`src/rtl/vga_axil_slave_if.sv`:
```
// AXI4-Lite bus bundle between the SoC interconnect (master) and the VGA front end (slave).
interface vga_axil_slave_if #(
  parameter int ADDR_W = 15,
  parameter int DATA_W = 32
);
  logic                awvalid;
  logic                awready;
  logic [ADDR_W-1:0]   awaddr;
  logic                wvalid;
  logic                wready;
  logic [DATA_W-1:0]   wdata;
  logic [DATA_W/8-1:0] wstrb;
  logic                bvalid;
  logic                bready;
  logic [1:0]          bresp;
  logic                arvalid;
  logic                arready;
  logic [ADDR_W-1:0]   araddr;
  logic                rvalid;
  logic                rready;
  logic [DATA_W-1:0]   rdata;
  logic [1:0]          rresp;

  modport master (
    output awvalid, awaddr, wvalid, wdata, wstrb, bready, arvalid, araddr, rready,
    input  awready, wready, bvalid, bresp, arready, rvalid, rdata, rresp
  );

  modport slave (
    input  awvalid, awaddr, wvalid, wdata, wstrb, bready, arvalid, araddr, rready,
    output awready, wready, bvalid, bresp, arready, rvalid, rdata, rresp
  );
endinterface

```
`src/rtl/vga_axil_slave.sv`:
```
// AXI4-Lite slave that converts bus transactions into the VGA top's write-pulse / read-request strobes.
// Optional: define VGA_AXIL_DECERR_EN to answer unmapped register-space accesses with SLVERR.
//
// state   | meaning
// W_IDLE  | collecting AW and W (either order)
// W_ISSUE | axil_wready_o pulse to VGA top
// W_RESP  | bvalid held until bready
// R_IDLE  | accepting AR
// R_WAIT  | axil_rreq_o held while VGA top resolves read data
// R_RESP  | rvalid held until rready
module vga_axil_slave #(
  parameter int C_AXI_DATA_WIDTH = 32,
  parameter int C_AXI_ADDR_WIDTH = 15,
  parameter int READ_LATENCY     = 2,
  parameter int WR_PULSE_CYCLES  = 2
) (
  input  logic                          clk_i,
  input  logic                          rst_i,
  vga_axil_slave_if.slave               s_axil,
  output logic [C_AXI_DATA_WIDTH-1:0]   axil_wdata_o,
  output logic [C_AXI_DATA_WIDTH/8-1:0] axil_wstrb_o,
  output logic [C_AXI_ADDR_WIDTH-1:0]   axil_waddr_o,
  output logic                          axil_wready_o,
  output logic                          axil_rreq_o,
  output logic [C_AXI_ADDR_WIDTH-1:0]   axil_raddr_o,
  input  logic [C_AXI_DATA_WIDTH-1:0]   axil_rdata_i
);
  localparam int AW = C_AXI_ADDR_WIDTH;
  localparam int DW = C_AXI_DATA_WIDTH;
  localparam int SW = C_AXI_DATA_WIDTH / 8;

  typedef enum logic [1:0] {W_IDLE, W_ISSUE, W_RESP} w_state_t;
  typedef enum logic [1:0] {R_IDLE, R_WAIT, R_RESP} r_state_t;

  w_state_t        w_state, w_state_nxt;
  r_state_t        r_state, r_state_nxt;
  logic            aw_full, w_full;
  logic [AW-1:0]   aw_addr;
  logic [DW-1:0]   w_data;
  logic [SW-1:0]   w_strb;
  logic [2:0]      w_cnt, r_cnt;
  logic            w_err, w_err_nxt, r_err, r_err_nxt;
  logic [AW-1:0]   r_addr;
  logic [DW-1:0]   r_data;
  logic            aw_hs, w_hs, ar_hs;
  logic            wr_err_now, rd_err_now;

`ifdef VGA_AXIL_DECERR_EN
  logic [AW-1:0] wr_addr_now;

  // Register space is addr[14:13]=01; only word indices 0..6 of the first block exist.
  function automatic logic addr_err(input logic [AW-1:0] a);
    return (a[14:13] == 2'b01) && ((a[4:2] == 3'b111) || (a[12:5] != 8'd0));
  endfunction

  assign wr_addr_now = aw_full ? aw_addr : s_axil.awaddr;
  assign wr_err_now  = addr_err(wr_addr_now);
  assign rd_err_now  = addr_err(s_axil.araddr);
`else
  assign wr_err_now  = 1'b0;
  assign rd_err_now  = 1'b0;
`endif

  // Ready terms depend only on registered state (gated by reset so outputs read 0 in reset).
  assign s_axil.awready = (w_state == W_IDLE) && !aw_full && !rst_i;
  assign s_axil.wready  = (w_state == W_IDLE) && !w_full && !rst_i;
  assign s_axil.arready = (r_state == R_IDLE) && !rst_i;
  assign aw_hs = s_axil.awvalid && s_axil.awready;
  assign w_hs  = s_axil.wvalid && s_axil.wready;
  assign ar_hs = s_axil.arvalid && s_axil.arready;

  assign s_axil.bvalid = (w_state == W_RESP);
  assign s_axil.bresp  = w_err ? 2'b10 : 2'b00;
  assign s_axil.rvalid = (r_state == R_RESP);
  assign s_axil.rresp  = r_err ? 2'b10 : 2'b00;
  assign s_axil.rdata  = r_data;

  assign axil_wready_o = (w_state == W_ISSUE);
  assign axil_waddr_o  = aw_addr;
  assign axil_wdata_o  = w_data;
  assign axil_wstrb_o  = w_strb;
  assign axil_rreq_o   = (r_state == R_WAIT);
  assign axil_raddr_o  = r_addr;

  always_ff @(posedge clk_i or posedge rst_i) begin
    if (rst_i) begin
      w_state <= W_IDLE;
      w_err   <= 1'b0;
      r_state <= R_IDLE;
      r_err   <= 1'b0;
    end else begin
      w_state <= w_state_nxt;
      w_err   <= w_err_nxt;
      r_state <= r_state_nxt;
      r_err   <= r_err_nxt;
    end
  end

  always_comb begin
    w_state_nxt = w_state;
    w_err_nxt   = w_err;
    unique case (w_state)
      W_IDLE: begin
        if ((aw_full || aw_hs) && (w_full || w_hs)) begin
          w_err_nxt   = wr_err_now;
          w_state_nxt = wr_err_now ? W_RESP : W_ISSUE;
        end
      end
      W_ISSUE: if (w_cnt == 3'd0) w_state_nxt = W_RESP;
      W_RESP:  if (s_axil.bready) w_state_nxt = W_IDLE;
      default: w_state_nxt = W_IDLE;
    endcase
  end

  always_comb begin
    r_state_nxt = r_state;
    r_err_nxt   = r_err;
    unique case (r_state)
      R_IDLE: begin
        if (ar_hs) begin
          r_err_nxt   = rd_err_now;
          r_state_nxt = rd_err_now ? R_RESP : R_WAIT;
        end
      end
      R_WAIT:  if (r_cnt == 3'd0) r_state_nxt = R_RESP;
      R_RESP:  if (s_axil.rready) r_state_nxt = R_IDLE;
      default: r_state_nxt = R_IDLE;
    endcase
  end

  always_ff @(posedge clk_i or posedge rst_i) begin
    if (rst_i) begin
      aw_full <= 1'b0;
      w_full  <= 1'b0;
      aw_addr <= '0;
      w_data  <= '0;
      w_strb  <= '0;
      w_cnt   <= '0;
    end else begin
      if (aw_hs) begin
        aw_full <= 1'b1;
        aw_addr <= s_axil.awaddr;
      end
      if (w_hs) begin
        w_full <= 1'b1;
        w_data <= s_axil.wdata;
        w_strb <= s_axil.wstrb;
      end
      if (w_state == W_RESP && s_axil.bready) begin
        aw_full <= 1'b0;
        w_full  <= 1'b0;
      end
      if (w_state != W_ISSUE)  w_cnt <= 3'(WR_PULSE_CYCLES - 1);
      else if (w_cnt != 3'd0)  w_cnt <= w_cnt - 3'd1;
    end
  end

  always_ff @(posedge clk_i or posedge rst_i) begin
    if (rst_i) begin
      r_addr <= '0;
      r_data <= '0;
      r_cnt  <= '0;
    end else begin
      if (ar_hs) begin
        r_addr <= s_axil.araddr;
        r_data <= '0;
      end
      if (r_state == R_WAIT && r_cnt == 3'd0) r_data <= axil_rdata_i;
      if (r_state != R_WAIT)  r_cnt <= 3'(READ_LATENCY - 1);
      else if (r_cnt != 3'd0) r_cnt <= r_cnt - 3'd1;
    end
  end
endmodule

```
`src/flat_wrapper.sv`:
```
// flat-port wrapper written by rule: the top's interface ports become plain ports
module vga_axil_slave_flat 
#(
  parameter int C_AXI_DATA_WIDTH = 32,
  parameter int C_AXI_ADDR_WIDTH = 15,
  parameter int READ_LATENCY     = 2,
  parameter int WR_PULSE_CYCLES  = 2
)
  (clk_i, rst_i, axil_wdata_o, axil_wstrb_o, axil_waddr_o, axil_wready_o, axil_rreq_o, axil_raddr_o, axil_rdata_i, s_axil_awvalid, s_axil_awaddr, s_axil_wvalid, s_axil_wdata, s_axil_wstrb, s_axil_bready, s_axil_arvalid, s_axil_araddr, s_axil_rready, s_axil_awready, s_axil_wready, s_axil_bvalid, s_axil_bresp, s_axil_arready, s_axil_rvalid, s_axil_rdata, s_axil_rresp);
  vga_axil_slave_if #(.ADDR_W(15), .DATA_W(32)) s_axil_i ();
  input  logic clk_i;
  input  logic rst_i;
  output logic [C_AXI_DATA_WIDTH-1:0] axil_wdata_o;
  output logic [C_AXI_DATA_WIDTH/8-1:0] axil_wstrb_o;
  output logic [C_AXI_ADDR_WIDTH-1:0] axil_waddr_o;
  output logic axil_wready_o;
  output logic axil_rreq_o;
  output logic [C_AXI_ADDR_WIDTH-1:0] axil_raddr_o;
  input  logic [C_AXI_DATA_WIDTH-1:0] axil_rdata_i;
  input wire logic [$bits(s_axil_i.awvalid)-1:0] s_axil_awvalid;
  input wire logic [$bits(s_axil_i.awaddr)-1:0] s_axil_awaddr;
  input wire logic [$bits(s_axil_i.wvalid)-1:0] s_axil_wvalid;
  input wire logic [$bits(s_axil_i.wdata)-1:0] s_axil_wdata;
  input wire logic [$bits(s_axil_i.wstrb)-1:0] s_axil_wstrb;
  input wire logic [$bits(s_axil_i.bready)-1:0] s_axil_bready;
  input wire logic [$bits(s_axil_i.arvalid)-1:0] s_axil_arvalid;
  input wire logic [$bits(s_axil_i.araddr)-1:0] s_axil_araddr;
  input wire logic [$bits(s_axil_i.rready)-1:0] s_axil_rready;
  output wire logic [$bits(s_axil_i.awready)-1:0] s_axil_awready;
  output wire logic [$bits(s_axil_i.wready)-1:0] s_axil_wready;
  output wire logic [$bits(s_axil_i.bvalid)-1:0] s_axil_bvalid;
  output wire logic [$bits(s_axil_i.bresp)-1:0] s_axil_bresp;
  output wire logic [$bits(s_axil_i.arready)-1:0] s_axil_arready;
  output wire logic [$bits(s_axil_i.rvalid)-1:0] s_axil_rvalid;
  output wire logic [$bits(s_axil_i.rdata)-1:0] s_axil_rdata;
  output wire logic [$bits(s_axil_i.rresp)-1:0] s_axil_rresp;
  assign s_axil_i.awvalid = s_axil_awvalid;
  assign s_axil_i.awaddr = s_axil_awaddr;
  assign s_axil_i.wvalid = s_axil_wvalid;
  assign s_axil_i.wdata = s_axil_wdata;
  assign s_axil_i.wstrb = s_axil_wstrb;
  assign s_axil_i.bready = s_axil_bready;
  assign s_axil_i.arvalid = s_axil_arvalid;
  assign s_axil_i.araddr = s_axil_araddr;
  assign s_axil_i.rready = s_axil_rready;
  assign s_axil_awready = s_axil_i.awready;
  assign s_axil_wready = s_axil_i.wready;
  assign s_axil_bvalid = s_axil_i.bvalid;
  assign s_axil_bresp = s_axil_i.bresp;
  assign s_axil_arready = s_axil_i.arready;
  assign s_axil_rvalid = s_axil_i.rvalid;
  assign s_axil_rdata = s_axil_i.rdata;
  assign s_axil_rresp = s_axil_i.rresp;
  vga_axil_slave #(.C_AXI_DATA_WIDTH(C_AXI_DATA_WIDTH), .C_AXI_ADDR_WIDTH(C_AXI_ADDR_WIDTH), .READ_LATENCY(READ_LATENCY), .WR_PULSE_CYCLES(WR_PULSE_CYCLES)) u_core (.clk_i(clk_i), .rst_i(rst_i), .s_axil(s_axil_i), .axil_wdata_o(axil_wdata_o), .axil_wstrb_o(axil_wstrb_o), .axil_waddr_o(axil_waddr_o), .axil_wready_o(axil_wready_o), .axil_rreq_o(axil_rreq_o), .axil_raddr_o(axil_raddr_o), .axil_rdata_i(axil_rdata_i));
endmodule
```
`config.mk`:
```
export PLATFORM = sky130hd
export DESIGN_NAME = vga_axil_slave_flat
export DESIGN_NICKNAME = d
export VERILOG_FILES = /design/src/rtl/vga_axil_slave_if.sv /design/src/rtl/vga_axil_slave.sv /design/src/flat_wrapper.sv
export SDC_FILE = /design/constraint.sdc
export NUM_CORES = 1
export LEC_CHECK = 0
export ABC_CLOCK_PERIOD_IN_PS = 4400
export CAP_MARGIN = 10
export CORE_MARGIN = 2
export CORE_UTILIZATION = 35
export CTS_BUF_LIST = sky130_fd_sc_hd__clkbuf_16
export CTS_CLUSTER_DIAMETER = 120
export DETAILED_ROUTE_END_ITERATION = 8
export PLACE_DENSITY = 0.74
export SYNTH_ARGS = -nofsm -noshare
export SYNTH_HDL_FRONTEND = slang
export SYNTH_SLANG_ARGS = --single-unit
```
`constraint.sdc`:
```
create_clock -name clk_i -period 4.4 [get_ports clk_i]
set_clock_uncertainty 0.2 [all_clocks]
set_input_delay 0.88 -clock clk_i [delete_from_list [all_inputs] [get_ports clk_i]]
set_output_delay 0.88 -clock clk_i [all_outputs]
set_load 0.02 [all_outputs]
```
==> metrics, run 1 <==
Synth Flop Type=dfrtp_1; power per standard cell area=721 mW/mm^2; Initial Utilization=36.2%; vias in the first global route=3366; Layout fillers=1032; setup_tns=0 ns; Final min period=3.65 ns; RSZ-0062 raised after global routing=no; layout cells sized above 1=18.3%; Synth Instances=277; Die Wd=116 microns; CP Launch Type=primary input; Pint=3.24 mW; CP max-delay cell=clkdlybuf4s50_1; Crit path max-delay family=buffers and inverters; Flop pwr share=35.1%; placer congestion estimate=0.708; clock power share=15.8%; Max VDD drop=0.000409 V; FF+latch count, synth=110; Worst Path Required=3.32 ns; Antenna Cells=0; Worst Hold Class=register to register; via/cell ratio=4.68; CTS resizes=0; # Max-Cap Violations=0; post-route setup slack=0.751 ns; CP bufs+invs=2; io pins=214; CP Cell Sequence=clkdlybuf4s50_1 -> nor4_4 -> clkdlybuf4s50_1; design area=0.00692 sq mm; DR WL/cell=16.7 microns; # clock sinks=110; Antenna Violating Nets Remaining=0; Yosys Warn Count=0; largest cells by area after synthesis=dfrtp_1 62%, mux2_4 10%, mux2_2 9.2%; # rows=40; drt total wl=11000 microns; PortBufs=209; status=finished clean; largest net degree at the start of global routing=62; CTS tree=yes; largest buffer count on any clock path=2; CP dominant cell by count=clkdlybuf4s50_1; critical path's largest stage delay=0.67 ns; fin. max-slew vios=0; initial antenna violation count=0; Worst Path Arrival=2.57 ns; Tcrit/Tclk final=82.9%; root buf cell=clkbuf_16; Slew Limit Headroom=50.9%; post-synth design cell area=0.00441 sq mm; htree depth=3; Peak Freq=274 MHz; drt first-iter violations=163; Pwr Total=4.99 mW; Clock Latency Late Sink=0.34 ns; CTS buffer count=9; placed inst area=0.00662 sq mm; first-pass GRT wire length=16900 microns; Vias=3087; Core ar.=0.0122 sq mm; CP max FO=6; share of Yosys cell area claimed by the top area cell type=62.4%; most common cell in the netlist=dfrtp_1; aggregate global routing overflow=0; Die Footprint=0.0135 sq mm; asr flop ratio synth=100%; Sw Ratio=35.1%; Finish-stage setup viols=0; Reg clk slew, reported paths=0.07 ns; DR pass1 iterations=4; Syn Area/Cell=15.9 sq um; area delta synth->final=57.1%; CTS Hold Bufs=0; GRT Overall Usage=16.4%; register area share after synthesis=62.4%; final net count=596; measured slew at the worst slew-check pin=0.736 ns; Comb power frac=49.1%; Synth cell types=31; top post-synthesis cells by count=110 x dfrtp_1, 36 x mux2_2, 32 x a22o_1; dpl ws=0.740 ns; endpoints failing hold=0; Synth area leader=dfrtp_1; Post-CTS Setup Inserts=0; drt drc=0; crit end category=primary output; WS Path Type=primary input to primary output; EDFF count, synth=0; Pleak=3.10 nW; detailed placement HPWL=8070 microns; die boundary height=116 microns; net switching power=1.75 mW
## cell type report
type	count	area [sq um]	share of cell area, %
inverters	10	40.0	0.578
multi-input cells	144	1490	21.6
repair buffers	212	2150	31.0
clock inverters	7	56.3	0.813
well taps	168	210	3.04
clock buffers	9	225	3.25
flip-flops and latches	110	2750	39.8
## final timing paths
kind	startpoint	endpoint	slack, ns	cells after the start
setup reg to reg	u_core.r_cnt[0]	u_core.s_axil.rdata[1]	2.01	6
setup / recovery	rst_i	s_axil_wready	0.75	3
max in group asynchronous	rst_i	u_core.axil_raddr_o[8]	2.16	3
hold / removal	u_core.s_axil.rdata[12]	u_core.s_axil.rdata[12]	0.30	1
hold reg to reg	u_core.s_axil.rdata[12]	u_core.s_axil.rdata[12]	0.30	1
min in group asynchronous	rst_i	u_core.axil_raddr_o[10]	1.07	2
## state kept, by name, indices dropped and copies added (netlist names), 2 cells and up
register             cells
u_core.w_cnt             3
u_core.axil_waddr_o     15
u_core.s_axil.rdata     32
u_core.w_state           2
u_core.axil_wdata_o     32
u_core.r_state           2
u_core.axil_wstrb_o      4
u_core.axil_raddr_o     15
u_core.r_cnt             3
## metrics by stage
stage	hold slack, ns	util, %	instances
2_1_floorplan	0.288	-	280
3_3_place_gp	0.282	54.4	643
3_5_place_dp	0.281	54.4	643
4_1_cts	0.305	56.7	659
5_1_grt	0.310	56.9	660
6_report	0.299	56.9	660
## cell usage in the layout (no fill, tap or decap)
master / instances
a211oi_1: 2
a21o_1: 1
a21oi_1: 3
a22o_1: 32
a22oi_1: 1
and4bb_2: 1
buf_12: 1
buf_16: 1
buf_4: 1
bufinv_16: 1
clkbuf_16: 9
clkdlybuf4s50_1: 209
clkinv_1: 2
clkinv_2: 3
conb_1: 4
dfrtp_1: 110
ha_1: 4
inv_1: 10
inv_4: 1
mux2_2: 36
mux2_4: 30
mux2i_1: 2
nand2_1: 3
nand2_2: 1
nand2_4: 1
nand2b_1: 3
nor2_1: 5
nor2_2: 1
nor2b_1: 4
nor3_1: 2
nor4_4: 2
nor4b_4: 1
o21bai_1: 1
o22ai_1: 1
o41ai_1: 1
xnor2_1: 2
## power groups by stage
stage | combinational, mW | clock [mW] | sequential, mW
after floorplan | 0.825 | 0 | 2.24
after global placement | 2.41 | 0 | 1.74
after detailed placement | 2.44 | 0 | 1.77
after CTS | 2.46 | 0.818 | 1.76
after global routing | 2.60 | 0.860 | 1.81
final | 2.45 | 0.789 | 1.75
## cell families after synthesis
kind of cell | count (synthesis) | synth area share [%]
AND/OR/NAND/NOR | 24 | 4.23
other | 1 | 0.0851
AO/OA/AOI/OAI | 42 | 7.89
multiplexers | 68 | 19.9
XOR/XNOR | 2 | 0.397
adder cells (fa/ha/maj) | 4 | 1.14
buffers and inverters | 26 | 3.95
flip-flops | 110 | 62.4
## metal layers
| layer | wire, microns | track usage (%) | up-vias |
|---|---|---|---|
| li1 | - | - | 1394 |
| met1 | 4240 | 18.1 | 1527 |
| met2 | 5540 | 28.1 | 151 |
| met3 | 1080 | 7.32 | 15 |
| met4 | 167 | 5.63 | 0 |
| met5 | 0 | 0 | - |
Note: power is estimated with default switching activity, not from simulation.
==> run 2: changes to the inputs <==
ABC_CLOCK_PERIOD_IN_PS = 3000   (was 4400)
PLACE_DENSITY = 0.77   (was 0.74)
clock period = 3 ns   (was 4.4 ns; I/O delays follow)
==> run 2 against run 1 <==
Net effect:
- final cell count grew 0.61%
- sequential share of layout area fell by 0.43 points
- largest cell class unchanged
- via count increased by 0.81%
- hold slack gained 0.0011 ns
- combinational power rose by 47%
- sequential power increased by 47%
- largest power group unchanged
- clock-buffer cell count is the same
==> metrics, run 2 (same netlist as run 1, synthesis figures left out) <==
final core utilization=57.6% (+0.63 points); layout cells sized above 1=19.2% (+0.86 points); initial antenna violation count=0 (unchanged); Core ar.=0.0122 sq mm (unchanged); Antenna Cells=0 (unchanged); fin. max-slew vios=0 (unchanged); Final min period=2.90 ns; CTS Hold Bufs=0 (unchanged); endpoints failing hold=0 (unchanged); detailed placement HPWL=7860 microns (-2.6%); Crit path max-delay family=buffers and inverters; root buf cell=clkbuf_16; WS Path Type=primary input to primary output; Worst Path Required=2.20 ns (-1.12 ns); CTS resizes=0 (unchanged); Initial Utilization=36.2% (unchanged); crit end category=primary output; CP max-delay cell=clkdlybuf4s50_1; Antenna Violating Nets Remaining=0 (unchanged); design area=0.00700 sq mm (+1.1%); # Max-Cap Violations=0 (unchanged); Worst Hold Class=register to register; Pleak=3.13 nW (+0.83%); largest net degree at the start of global routing=111 (+79%); CP bufs+invs=3 (+1); Vias=3112 (+0.81%); io pins=214 (unchanged); critical path's largest stage delay=0.66 ns (about the same); drt drc=0 (unchanged); Reg clk slew, reported paths=0.07 ns (about the same); # rows=40 (unchanged); aggregate global routing overflow=0 (unchanged); status=finished clean; vias in the first global route=3266 (-3.0%); post-route setup slack=0.100 ns (-0.650 ns); drt total wl=10700 microns (-3.1%); area delta synth->final=58.8%; placed inst area=0.00667 sq mm (+0.85%); RSZ-0062 raised after global routing=no; dpl ws=0.102 ns (-0.638 ns); Max VDD drop=0.000594 V (+45%); most common cell after layout, fill and taps aside=clkdlybuf4s50_1; Clock Latency Late Sink=0.34 ns (about the same); Peak Freq=345 MHz; measured slew at the worst slew-check pin=0.599 ns (-0.137 ns); CP dominant cell by count=clkdlybuf4s50_1; CP Cell Sequence=clkdlybuf4s50_1 -> buf_12 -> nor4_4 -> clkdlybuf4s50_1; die boundary height=116 microns (unchanged); final net count=600 (+0.67%); Die Footprint=0.0135 sq mm (unchanged); Slew Limit Headroom=60.0% (+9.1 points); DR pass1 iterations=6 (+2); setup_tns=0 ns (unchanged); first-pass GRT wire length=16200 microns (-4.1%); DR WL/cell=16.1 microns (-3.7%); GRT Overall Usage=15.4% (-0.94 points); CP Launch Type=primary input; htree depth=3 (unchanged); # clock sinks=110 (unchanged); via/cell ratio=4.69 (+0.20%); most frequent cells in the layout=209 x clkdlybuf4s50_1, 110 x dfrtp_1, 36 x mux2_2, 32 x a22o_1, 30 x mux2_4; drt first-iter violations=91 (-44%); power per standard cell area=1060 mW/mm^2 (+47%); CTS tree=yes; # placed instances=647 (+0.62%); Tcrit/Tclk final=96.7%; CTS buffer count=9 (unchanged); PortBufs=209 (unchanged); placer congestion estimate=0.765 (+8.0%); Post-CTS Setup Inserts=0 (unchanged); Worst Path Arrival=2.10 ns (-0.47 ns); Post-Layout Cell Count=664 (+0.61%); Finish-stage setup viols=0 (unchanged); Die Wd=116 microns (unchanged); CP max FO=6 (unchanged); largest buffer count on any clock path=2 (unchanged)
## run 2: worst register-to-register path: cells and delay by family (launching register included)
| kind | cells | cell delay [ns] |
|---|---|---|
| flip-flops | 1 | 0.32 |
| buffers and inverters | 2 | 0.32 |
| adder cells (fa/ha/maj) | 1 | 0.23 |
| AND/OR/NAND/NOR | 2 | 0.74 |
| AO/OA/AOI/OAI | 1 | 0.15 |
## run 2: power by group
| part | leakage [nW] | total (mW) | switching [mW] | internal [mW] |
|---|---|---|---|---|
| clock network | 0.150 | 1.24 | 0.518 | 0.726 |
| logic | 1.60 | 3.59 | 1.62 | 1.96 |
| registers | 1.38 | 2.57 | 0.414 | 2.16 |
| total | 3.13 | 7.40 | 2.56 | 4.85 |
## run 2: worst paths after layout
check                                             from                       to  slack (ns)  depth (start not counted)
worst max register to register         u_core.r_cnt[0]  u_core.s_axil.rdata[13]        0.97                          6
worst min-delay path            u_core.s_axil.rdata[8]   u_core.s_axil.rdata[8]        0.30                          1
worst max-delay path                             rst_i            s_axil_wready        0.10                          4
worst min register to register  u_core.s_axil.rdata[8]   u_core.s_axil.rdata[8]        0.30                          1
max in group asynchronous                        rst_i  u_core.s_axil.rdata[31]        1.43                          4
min in group asynchronous                        rst_i        u_core.w_state[0]        0.75                          4
## run 2: layer usage
layer	vias to the layer above	part of all wire (%)	global-route usage, %
met3	12	9.7	5.76
met4	0	1.5	5.63
met2	145	49	25.8
met1	1550	40	18.2
li1	1405	-	-
met5	-	0	0
## run 2: metrics by stage
stage	hold slack, ns	total power, mW
final	0.300	7.40
after global routing	0.312	7.80
after CTS	0.305	7.48
after detailed placement	0.281	6.19
after global placement	0.281	6.09
after floorplan	0.288	4.50
## run 2: layout make-up
class                      instances  area, sq um
inverter                          10         41.3
clock inverter                     7         88.8
tap                              168          210
fill                             981         5160
clock buffer                       9          225
timing repair buffer             216         2190
sequential                       110         2750
multi-input combinational        144         1490
==> variant (config.mk and constraints of run 1) <==
Re-encode `w_state_t` (3 states) as one-hot, 3 bits wide.
--- a/src/rtl/vga_axil_slave.sv
+++ b/src/rtl/vga_axil_slave.sv
@@ -29,7 +29,7 @@
   localparam int DW = C_AXI_DATA_WIDTH;
   localparam int SW = C_AXI_DATA_WIDTH / 8;
 
-  typedef enum logic [1:0] {W_IDLE, W_ISSUE, W_RESP} w_state_t;
+  typedef enum logic [2:0] {W_IDLE = 3'b001, W_ISSUE = 3'b010, W_RESP = 3'b100} w_state_t;
   typedef enum logic [1:0] {R_IDLE, R_WAIT, R_RESP} r_state_t;
 
   w_state_t        w_state, w_state_nxt;
Behaviour: same outputs for any inputs over 4 cycles, from zero or initial values and one cycle with rst_i high; so few cycles prove little.
==> variant against run 1 <==
Setup slack improved by 160 ps. Sequential share of layout area fell by 0.37 points. Sequential power down 2%. Total power shrank 5.4%. Critical endpoint unchanged. Sequential cell count rose by 1. Critical path depth up 2. Routed wire length is 4.5% lower. Highest routed layer unchanged. Cell area rose by 1.9%. Synthesized area grew 2.1%.
==> variant: results (changes against run 1) <==
Clocking
  • Post-CTS Setup Bufs: 0 (unchanged)
  • # resized after CTS: 0 (unchanged)
  • Clock edge transition at the registers on the reported setup and hold paths: 70 ps (about the same)
  • Clock root cell: clkbuf_16

Global routing
  • Number of global-route vias before repair: 3306 (-1.8%)
  • Tot GR Track Use: 0.156 (-0.00808)
  • Initial antenna violation count: 0 (unchanged)
  • Global-route wire length before repair: 17500 um (+3.2%)
  • Largest net degree at the start of global routing: 76 (+23%)

Yosys
  • Synthesized area per cell: 15.5 um^2 (-2.8%)
  • Top post-synthesis cells by area: dfrtp_1 (61%), mux2_4 (10%), mux2_2 (9.0%), a22o_1 (6.2%), nor4b_4 (1.6%)
  • Asr flop ratio synth: 1.00 (unchanged)
  • Netlist cell types: 36 (+16%)
  • Syn. warnings: 0 (unchanged)
  • Synth cell count leaders: dfrtp_1 (110), mux2_2 (36), a22o_1 (32), mux2_4 (30)
  • Post-synthesis sequential area ratio: 0.617 (-0.00718)

Routing
  • Detailed-routing wirelength on met1: 4630 um (+9.2%)
  • Top sig layer: met4
  • First-pass iteration count of the detailed router: 4 (unchanged)
  • Wirelength per Cell: 15.5 um (-7.3%)
  • Starting DRT DRC Count: 133 (-18%)
  • WL final: 10500 um (-4.5%)
  • Met3 WL post-DR: 751 um (-31%)
  • Routed length on met2: 4980 um (-10%)
  • DR vias/cell: 4.62 (-1.1%)

Setup path
  • Crit-path max FO: 7 (+1)
  • Crit path DAT: 2410 ps (-160 ps)
  • Worst R2R Path Depth: 5 (-1)

Status
  • Status: completed

Layout
  • Nets: 612 (+2.7%)
  • FILL cells: 1097 (+6.3%)
  • Layout cell share with drive strength beyond 1: 0.185 (+0.00211)

STA
  • Max Slew Vio Count: 0 (unchanged)
  • Least-Margin Pin Slew: 1000 ps (+266 ps)

Pwr
  • Peak supply drop: 274 uV (-33%)
  • Pleak: 0.00313 uW (+0.89%)

Placed design
  • Placed cells: 663 (+3.1%)
  • Final GP Congestion: 0.793 (+12%)
  • HPWL Detailed: 7770 um (-3.8%)
  • Buffers on Ports: 209 (unchanged)
  • Pre-CTS setup slack: 910 ps (+170 ps)
  • DP Area: 6740 um^2 (+1.9%)

Worst hold path
  • Hold path cells: 1 (unchanged)
  • Hold Crit Class: register to register
==> variant: path summary, 6_finish.rpt <==
check                      slack [ps]                    from                     end
max                               910                   rst_i           s_axil_wready
min reg2reg                       300  u_core.axil_wstrb_o[1]  u_core.axil_wstrb_o[1]
min in group asynchronous        1080                   rst_i         u_core.w_cnt[0]
max reg2reg                      2310         u_core.r_cnt[0]  u_core.s_axil.rdata[5]
max in group asynchronous        1590                   rst_i  u_core.s_axil.rdata[8]
min                               300  u_core.axil_wstrb_o[1]  u_core.axil_wstrb_o[1]
==> variant: power breakdown <==
part	internal [uW]	switching, uW	total, uW
logic	1220	990	2210
clock network	443	361	803
registers	1440	269	1710
==> variant: critical path, stage by stage <==
cell and delay (ps):
clkdlybuf4s50_1 700, clkinvlp_4 160, nand2_1 90, nor2_1 40
clkdlybuf4s50_1 530
==> variant: layout make-up <==
class | instances | area, um^2 | area share
clock buffers | 9 | 225 | 0.0319
clock inverters | 7 | 72.6 | 0.0103
inverters | 9 | 37.5 | 0.00532
well taps | 172 | 215 | 0.0305
repair buffers | 214 | 2140 | 0.303
multi-input cells | 158 | 1590 | 0.225
flip-flops and latches | 111 | 2780 | 0.394
==> variant: per-layer routing <==
layer,track usage,vias to the layer above
met5,0,-
met4,0.0482,0
met3,0.0467,17
met2,0.252,136
met1,0.201,1531
li1,-,1460
==> variant: cells by family after synthesis <==
group | after synthesis | synth area share
and+or+nand+nor | 33 | 0.0561
AOI/OAI and AO/OA | 48 | 0.0856
adders and majority gates | 4 | 0.0111
muxes | 67 | 0.192
xor gates and xnor gates | 2 | 0.00389
DFF | 111 | 0.617
buffers and inverters | 25 | 0.0328
other | 1 | 0.000833
